### src/rtl/seq_divider_pkg.sv
// Shared definitions for the sequential divider: the FSM state encoding and
// the default operand width.
package seq_divider_pkg;

  localparam int DEFAULT_WIDTH = 32;

  typedef enum logic [1:0] {
    IDLE = 2'd0,
    DIV  = 2'd1,
    SIGN = 2'd2,
    DONE = 2'd3
  } state_t;

endpackage

### src/rtl/seq_divider_div_step.sv
// One restoring-division iteration. The quotient register doubles as the
// dividend shifter: its MSB feeds the partial remainder and the new quotient
// bit enters at its LSB.
module div_step
  import seq_divider_pkg::*;
#(
  parameter int WIDTH = DEFAULT_WIDTH
) (
  input  logic [WIDTH-1:0] i_rem,
  input  logic [WIDTH-1:0] i_quo,
  input  logic [WIDTH-1:0] i_divisor,
  output logic [WIDTH-1:0] o_rem,
  output logic [WIDTH-1:0] o_quo
);

  logic [WIDTH:0] w_shifted;
  logic [WIDTH:0] w_diff;

  // Shift in the next dividend bit, trial-subtract, keep or restore.
  // The partial remainder is always below the divisor, so the shifted value
  // fits in WIDTH+1 bits and the top bit of the difference is a true sign.
  always_comb begin
    w_shifted = {i_rem, i_quo[WIDTH-1]};
    w_diff    = w_shifted - {1'b0, i_divisor};
    if (w_diff[WIDTH]) begin
      o_rem = w_shifted[WIDTH-1:0];
      o_quo = {i_quo[WIDTH-2:0], 1'b0};
    end else begin
      o_rem = w_diff[WIDTH-1:0];
      o_quo = {i_quo[WIDTH-2:0], 1'b1};
    end
  end

endmodule

### src/rtl/seq_divider.sv
// Sequential signed/unsigned divider: magnitudes are divided with one
// restoring step per cycle, then signs are fixed up in a single cycle.
// A zero divisor skips the iterations and reports div_by_zero.
module seq_divider
  import seq_divider_pkg::*;
#(
  parameter int WIDTH = DEFAULT_WIDTH
) (
  input  logic             clk,
  input  logic             rst_n,
  input  logic             in_valid,
  output logic             in_ready,
  input  logic [WIDTH-1:0] dividend,
  input  logic [WIDTH-1:0] divisor,
  input  logic             signed_op,
  output logic             out_valid,
  input  logic             out_ready,
  output logic [WIDTH-1:0] quotient,
  output logic [WIDTH-1:0] remainder,
  output logic             div_by_zero,
  output logic             busy
);

  localparam int CW = (WIDTH > 1) ? $clog2(WIDTH) : 1;

  state_t           r_state;
  state_t           w_nextState;
  logic [CW-1:0]    r_count;
  logic [WIDTH-1:0] r_rem;
  logic [WIDTH-1:0] r_quo;
  logic [WIDTH-1:0] r_divisor;
  logic             r_signed;
  logic             r_negDividend;
  logic             r_negDivisor;
  logic             r_dbz;
  logic             w_accept;
  logic [WIDTH-1:0] w_absDividend;
  logic [WIDTH-1:0] w_absDivisor;
  logic [WIDTH-1:0] w_stepRem;
  logic [WIDTH-1:0] w_stepQuo;

  div_step #(.WIDTH(WIDTH)) u_step (
    .i_rem     (r_rem),
    .i_quo     (r_quo),
    .i_divisor (r_divisor),
    .o_rem     (w_stepRem),
    .o_quo     (w_stepQuo)
  );

  // Operand magnitudes; the most negative value maps onto itself, which is
  // the correct unsigned magnitude.
  always_comb begin
    w_absDividend = (signed_op && dividend[WIDTH-1]) ? -dividend : dividend;
    w_absDivisor  = (signed_op && divisor[WIDTH-1])  ? -divisor  : divisor;
  end

  // State register.
  always_ff @(posedge clk or negedge rst_n) begin
    if (!rst_n) begin
      r_state <= IDLE;
    end else begin
      r_state <= w_nextState;
    end
  end

  // Next-state logic and handshake outputs.
  always_comb begin
    w_nextState = r_state;
    in_ready    = 1'b0;
    out_valid   = 1'b0;
    busy        = 1'b1;
    w_accept    = 1'b0;
    case (r_state)
      IDLE: begin
        in_ready = 1'b1;
        busy     = 1'b0;
        w_accept = in_valid;
        if (in_valid) begin
          w_nextState = (divisor == '0) ? DONE : DIV;
        end
      end
      DIV: begin
        if (r_count == '0) begin
          w_nextState = SIGN;
        end
      end
      SIGN: begin
        w_nextState = DONE;
      end
      DONE: begin
        out_valid = 1'b1;
        if (out_ready) begin
          w_nextState = IDLE;
        end
      end
      default: begin
        w_nextState = IDLE;
      end
    endcase
  end

  // Operand capture, iteration, sign fix-up; results hold in DONE.
  always_ff @(posedge clk or negedge rst_n) begin
    if (!rst_n) begin
      r_count       <= '0;
      r_rem         <= '0;
      r_quo         <= '0;
      r_divisor     <= '0;
      r_signed      <= 1'b0;
      r_negDividend <= 1'b0;
      r_negDivisor  <= 1'b0;
      r_dbz         <= 1'b0;
    end else begin
      case (r_state)
        IDLE: begin
          if (w_accept) begin
            r_signed      <= signed_op;
            r_negDividend <= dividend[WIDTH-1];
            r_negDivisor  <= divisor[WIDTH-1];
            r_divisor     <= w_absDivisor;
            r_count       <= CW'(WIDTH - 1);
            if (divisor == '0) begin
              r_dbz <= 1'b1;
              r_quo <= '1;
              r_rem <= dividend;
            end else begin
              r_dbz <= 1'b0;
              r_quo <= w_absDividend;
              r_rem <= '0;
            end
          end
        end
        DIV: begin
          r_rem <= w_stepRem;
          r_quo <= w_stepQuo;
          if (r_count != '0) begin
            r_count <= r_count - 1'b1;
          end
        end
        SIGN: begin
          if (r_signed && (r_negDividend ^ r_negDivisor)) begin
            r_quo <= -r_quo;
          end
          if (r_signed && r_negDividend) begin
            r_rem <= -r_rem;
          end
        end
        default: begin
        end
      endcase
    end
  end

  assign quotient    = r_quo;
  assign remainder   = r_rem;
  assign div_by_zero = r_dbz;

endmodule

### config.mk
export PLATFORM = sky130hd
export DESIGN_NAME = seq_divider
export DESIGN_NICKNAME = d
export VERILOG_FILES = /design/src/rtl/seq_divider_pkg.sv /design/src/rtl/seq_divider_div_step.sv /design/src/rtl/seq_divider.sv
export SDC_FILE = /design/constraint.sdc
export NUM_CORES = 1
export LEC_CHECK = 0
export CORE_MARGIN = 5
export CORE_UTILIZATION = 60
export DETAILED_ROUTE_END_ITERATION = 10
export DONT_BUFFER_PORTS = 1
export GPL_ROUTABILITY_DRIVEN = 0
export PLACE_DENSITY = 0.73
export SETUP_SLACK_MARGIN = 0.3
export SLEW_MARGIN = 20
export SYNTH_ARGS = -nofsm -noshare
export SYNTH_HDL_FRONTEND = slang
export SYNTH_SLANG_ARGS = --single-unit
### constraint.sdc
create_clock -name clk -period 4.5 [get_ports clk]
set_clock_uncertainty 0.05 [all_clocks]
set_input_delay 0.9 -clock clk [delete_from_list [all_inputs] [get_ports clk]]
set_output_delay 0.9 -clock clk [all_outputs]
set_load 0.005 [all_outputs]
==> qor.csv <==
stage,metric,value,unit
outcome,outcome,completed,
final_layout,# diodes,0,
final_layout,final std cells w/o fill,1470,
final_layout,nets,1357,
global_route,initial antenna violation count,0,
sta,"Hold Violations, Final",0,
sta,Worst-Margin Slew,1.03,ns
clocking,Bufs on Longest Clock Path,2,
routing,wire length on met3,2510,um
routing,met2 routed wirelength,13100,um
power,pwr/cell area,936,nW/um^2
job,max-cap violations,0,
worst_setup_path,Critical Path RT,4.69,ns
clocking,cts hold-fix bufs,0,
clocking,CTS tree,built,
routing,vias after detailed routing,9437,
final_layout,sequential cell area,2680,um^2
logic_synthesis,Synth area leaders,"dfrtp_1 27%, nand2_1 6.1%, xnor2_1 5.8%",
logic_synthesis,number of synthesized flops with an enable pin,0,
final_layout,multi-input combinational cell area,6750,um^2
logic_synthesis,part of the Yosys area used for sequential elements,27.1,%
sta,crit path time final,3.84,ns
sta,Final period util,85.3,%
sta,"Setup violations, final",0,
sta,Slew headroom,30.8,%
logic_synthesis,ys async rst share,100,%
clocking,CTS root buf,clkbuf_16,
worst_setup_path,crit path max fanout,41,
routing,Vias/cell,6.42,
clocking,clock slew at reported path FFs,0.07,ns
logic_synthesis,cell count after synthesis,1287,
power,leakage,0.00421,uW
power,Worst VDD drop,461,uV
die,Initial Utilization,60.3,%
place,Buffers on Ports,0,
logic_synthesis,Mapped Nets,1399,
logic_synthesis,Synth Flop Type,dfrtp_1,
die,chip height,138,um
worst_setup_path,Crit Path Category,reg -> reg,
place,HPWL after DPL,21000,um
routing,M1 WL,12200,um
final_layout,layout cells sized above 1,5.84,%
global_route,first-pass GRT wire length,46500,um
logic_synthesis,"FF+latch count, synth",107,
worst_setup_path,CP startpoint kind,flip-flop,
logic_synthesis,Ys Warns,0,
worst_setup_path,flop-to-flop setup slack,0.66,ns
routing,DRC,0,
hold_path,hold crit path type,in -> async,
final_layout,filler cell count,1474,
clocking,H-tree depth,3,
worst_setup_path,critical path arrival,4.03,ns
global_route,Total Routing Usage GR,28.9,%
logic_synthesis,"Cell Area, Synth",9900,um^2
clocking,clock latency on the worst-skew pair,0.36,ns
clocking,Resize count post-CTS,0,
logic_synthesis,Mapped Avg Cell Area,7.69,um^2
global_route,number of global-route vias before repair,8815,
routing,WL per Instance,19.3,um
sta,setup TNS,0,ns
logic_synthesis,share of the synthesized area in the top cell type,27.1,%
clocking,Sink Count,107,
worst_setup_path,crit end category,flip-flop,
routing,Post-Route WL,28400,um
sta,RSZ-0062 raised after global routing,false,
logic_synthesis,post-synth top area cell,dfrtp_1,
die,Top Ports,137,
routing,Initial DRT Pass Iterations,6,
place,placed insts,1454,
global_route,gr ovfl total,0,
global_route,largest net degree at the start of global routing,108,
die,die area,19200,um^2
die,Core ar.,16400,um^2
final_layout,Syn-to-layout area delta,5.22,%
routing,"antenna viol nets, final",0,
routing,Initial DRC Count,749,
die,Die X,138,um
die,std cell rows,47,
routing,Top Layer Used,met4,
sta,FMAX,260,MHz
sta,fin. max-slew vios,0,
logic_synthesis,Cell variety after synth,81,
clocking,postcts setup bufs,0,
clocking,CTS Buf Count,9,
[cell usage after synthesis, types with 22 or more instances]
master / n
clkbuf_1: 58
nand2_1: 161
nor3_1: 43
inv_1: 55
nand3_1: 32
xor2_1: 51
ha_1: 42
o21ai_1: 27
nor2_1: 121
a21oi_1: 96
dfrtp_1: 107
xnor2_1: 65
a31oi_1: 22
o21ai_0: 92
[path summary, 6_finish.rpt]
kind	from	endpoint	depth (start not counted)
setup / recovery	remainder[4]$_DFFE_PN0P_	remainder[7]$_DFFE_PN0P_	11
hold / removal	rst_n	quotient[15]$_DFFE_PN0P_	0
setup reg to reg	remainder[4]$_DFFE_PN0P_	remainder[7]$_DFFE_PN0P_	11
hold reg to reg	r_divisor[17]$_DFFE_PN0P_	r_divisor[17]$_DFFE_PN0P_	2
max in group asynchronous	rst_n	quotient[8]$_DFFE_PN0P_	0
min in group clk	r_divisor[17]$_DFFE_PN0P_	r_divisor[17]$_DFFE_PN0P_	2
[final cells by class]
cell class	instances	share of cell area, %
repair buffers	20	1.44
clock inverters	6	1.08
flip-flops and latches	107	25.7
inverters	55	1.98
multi-input cells	1052	64.8
well taps	220	2.64
clock buffers	10	2.30
[flip-flops by register name (all words and copies together), names as in the netlist]
register,cells
r_negDivisor,1
r_negDividend,1
r_state,2
r_count,5
quotient,32
r_divisor,32
remainder,32
div_by_zero,1
r_signed,1
[report_power, final]
group / switching (uW) / internal [uW] / leakage [uW] / total, uW
clock network: 392 / 560 / 0.000161 / 952
registers: 724 / 1450 / 0.00131 / 2170
logic: 3930 / 2690 / 0.00274 / 6620
[logic make-up after synthesis]
family                   Yosys count  synth area share [%]
adder cells (fa/ha/maj)           43                  5.51
AO/OA/AOI/OAI                    391                  25.4
buffers and inverters            128                  5.08
AND/OR/NAND/NOR                  471                  23.2
XOR/XNOR                         117                  10.4
multiplexers                      30                  3.30
flip-flops                       107                  27.1
[routing by layer]
layer,up-vias,global-route usage [%]
met1,4420,39.7
met5,-,0
met3,52,5.97
met2,396,45.6
met4,0,10.2
li1,4569,-
[worst max-delay path: stages, from the launching register on]
cell and delay [ns]:
dfrtp_1 0.50, ha_1 0.40, a21o_1 0.22, a211o_1 0.29, o211ai_1 0.21, nand3_1 0.22, o32ai_2 0.39, xor2_4 0.16
buf_4 0.43, mux2_2 0.40, a221oi_1 0.32, nor3_1 0.10
[layout by cell type, fill, tap and decap left out, types with 5 or more instances in the layout]
master	Yosys	routed
a21o_1	20	20
and2_1	6	6
nand3b_1	6	6
a32o_1	9	9
a31oi_1	22	22
mux2_2	6	6
nand2b_1	15	15
o21ai_0	92	92
xnor2_1	65	65
a211oi_1	11	9
or3_1	15	15
nor4_1	16	16
nor3_1	43	43
inv_1	55	55
o21ai_1	27	27
a211o_1	6	6
a221oi_1	17	17
ha_1	42	40
o31ai_1	21	21
o211ai_1	12	12
dfrtp_1	107	107
o311ai_0	5	5
nand3_1	32	32
a21oi_1	96	96
nand2_1	161	160
xor2_1	51	51
and3_1	8	8
mux2i_1	9	9
nor2b_1	5	5
mux2_1	15	15
clkbuf_16	0	9
or4_1	10	10
buf_4	4	20
o41ai_1	8	8
nor2_1	121	121
[stage by stage]
stage / utilization, % / total power [uW] / area [um^2] / hold slack (ns) / worst slack [ns]
4_1_cts: 63.5 / 9670 / 10400 / 0.173 / 0.707
3_5_place_dp: 61.3 / 8680 / 10100 / 0.420 / 0.709
2_1_floorplan: - / 7110 / 9900 / 0.400 / 1.28
5_1_grt: 63.5 / 10600 / 10400 / 0.170 / 0.451
3_3_place_gp: 61.3 / 8580 / 10100 / 0.411 / 0.805
6_report: 63.5 / 9740 / 10400 / 0.177 / 0.661
Note: power is estimated with default switching activity, not from simulation.
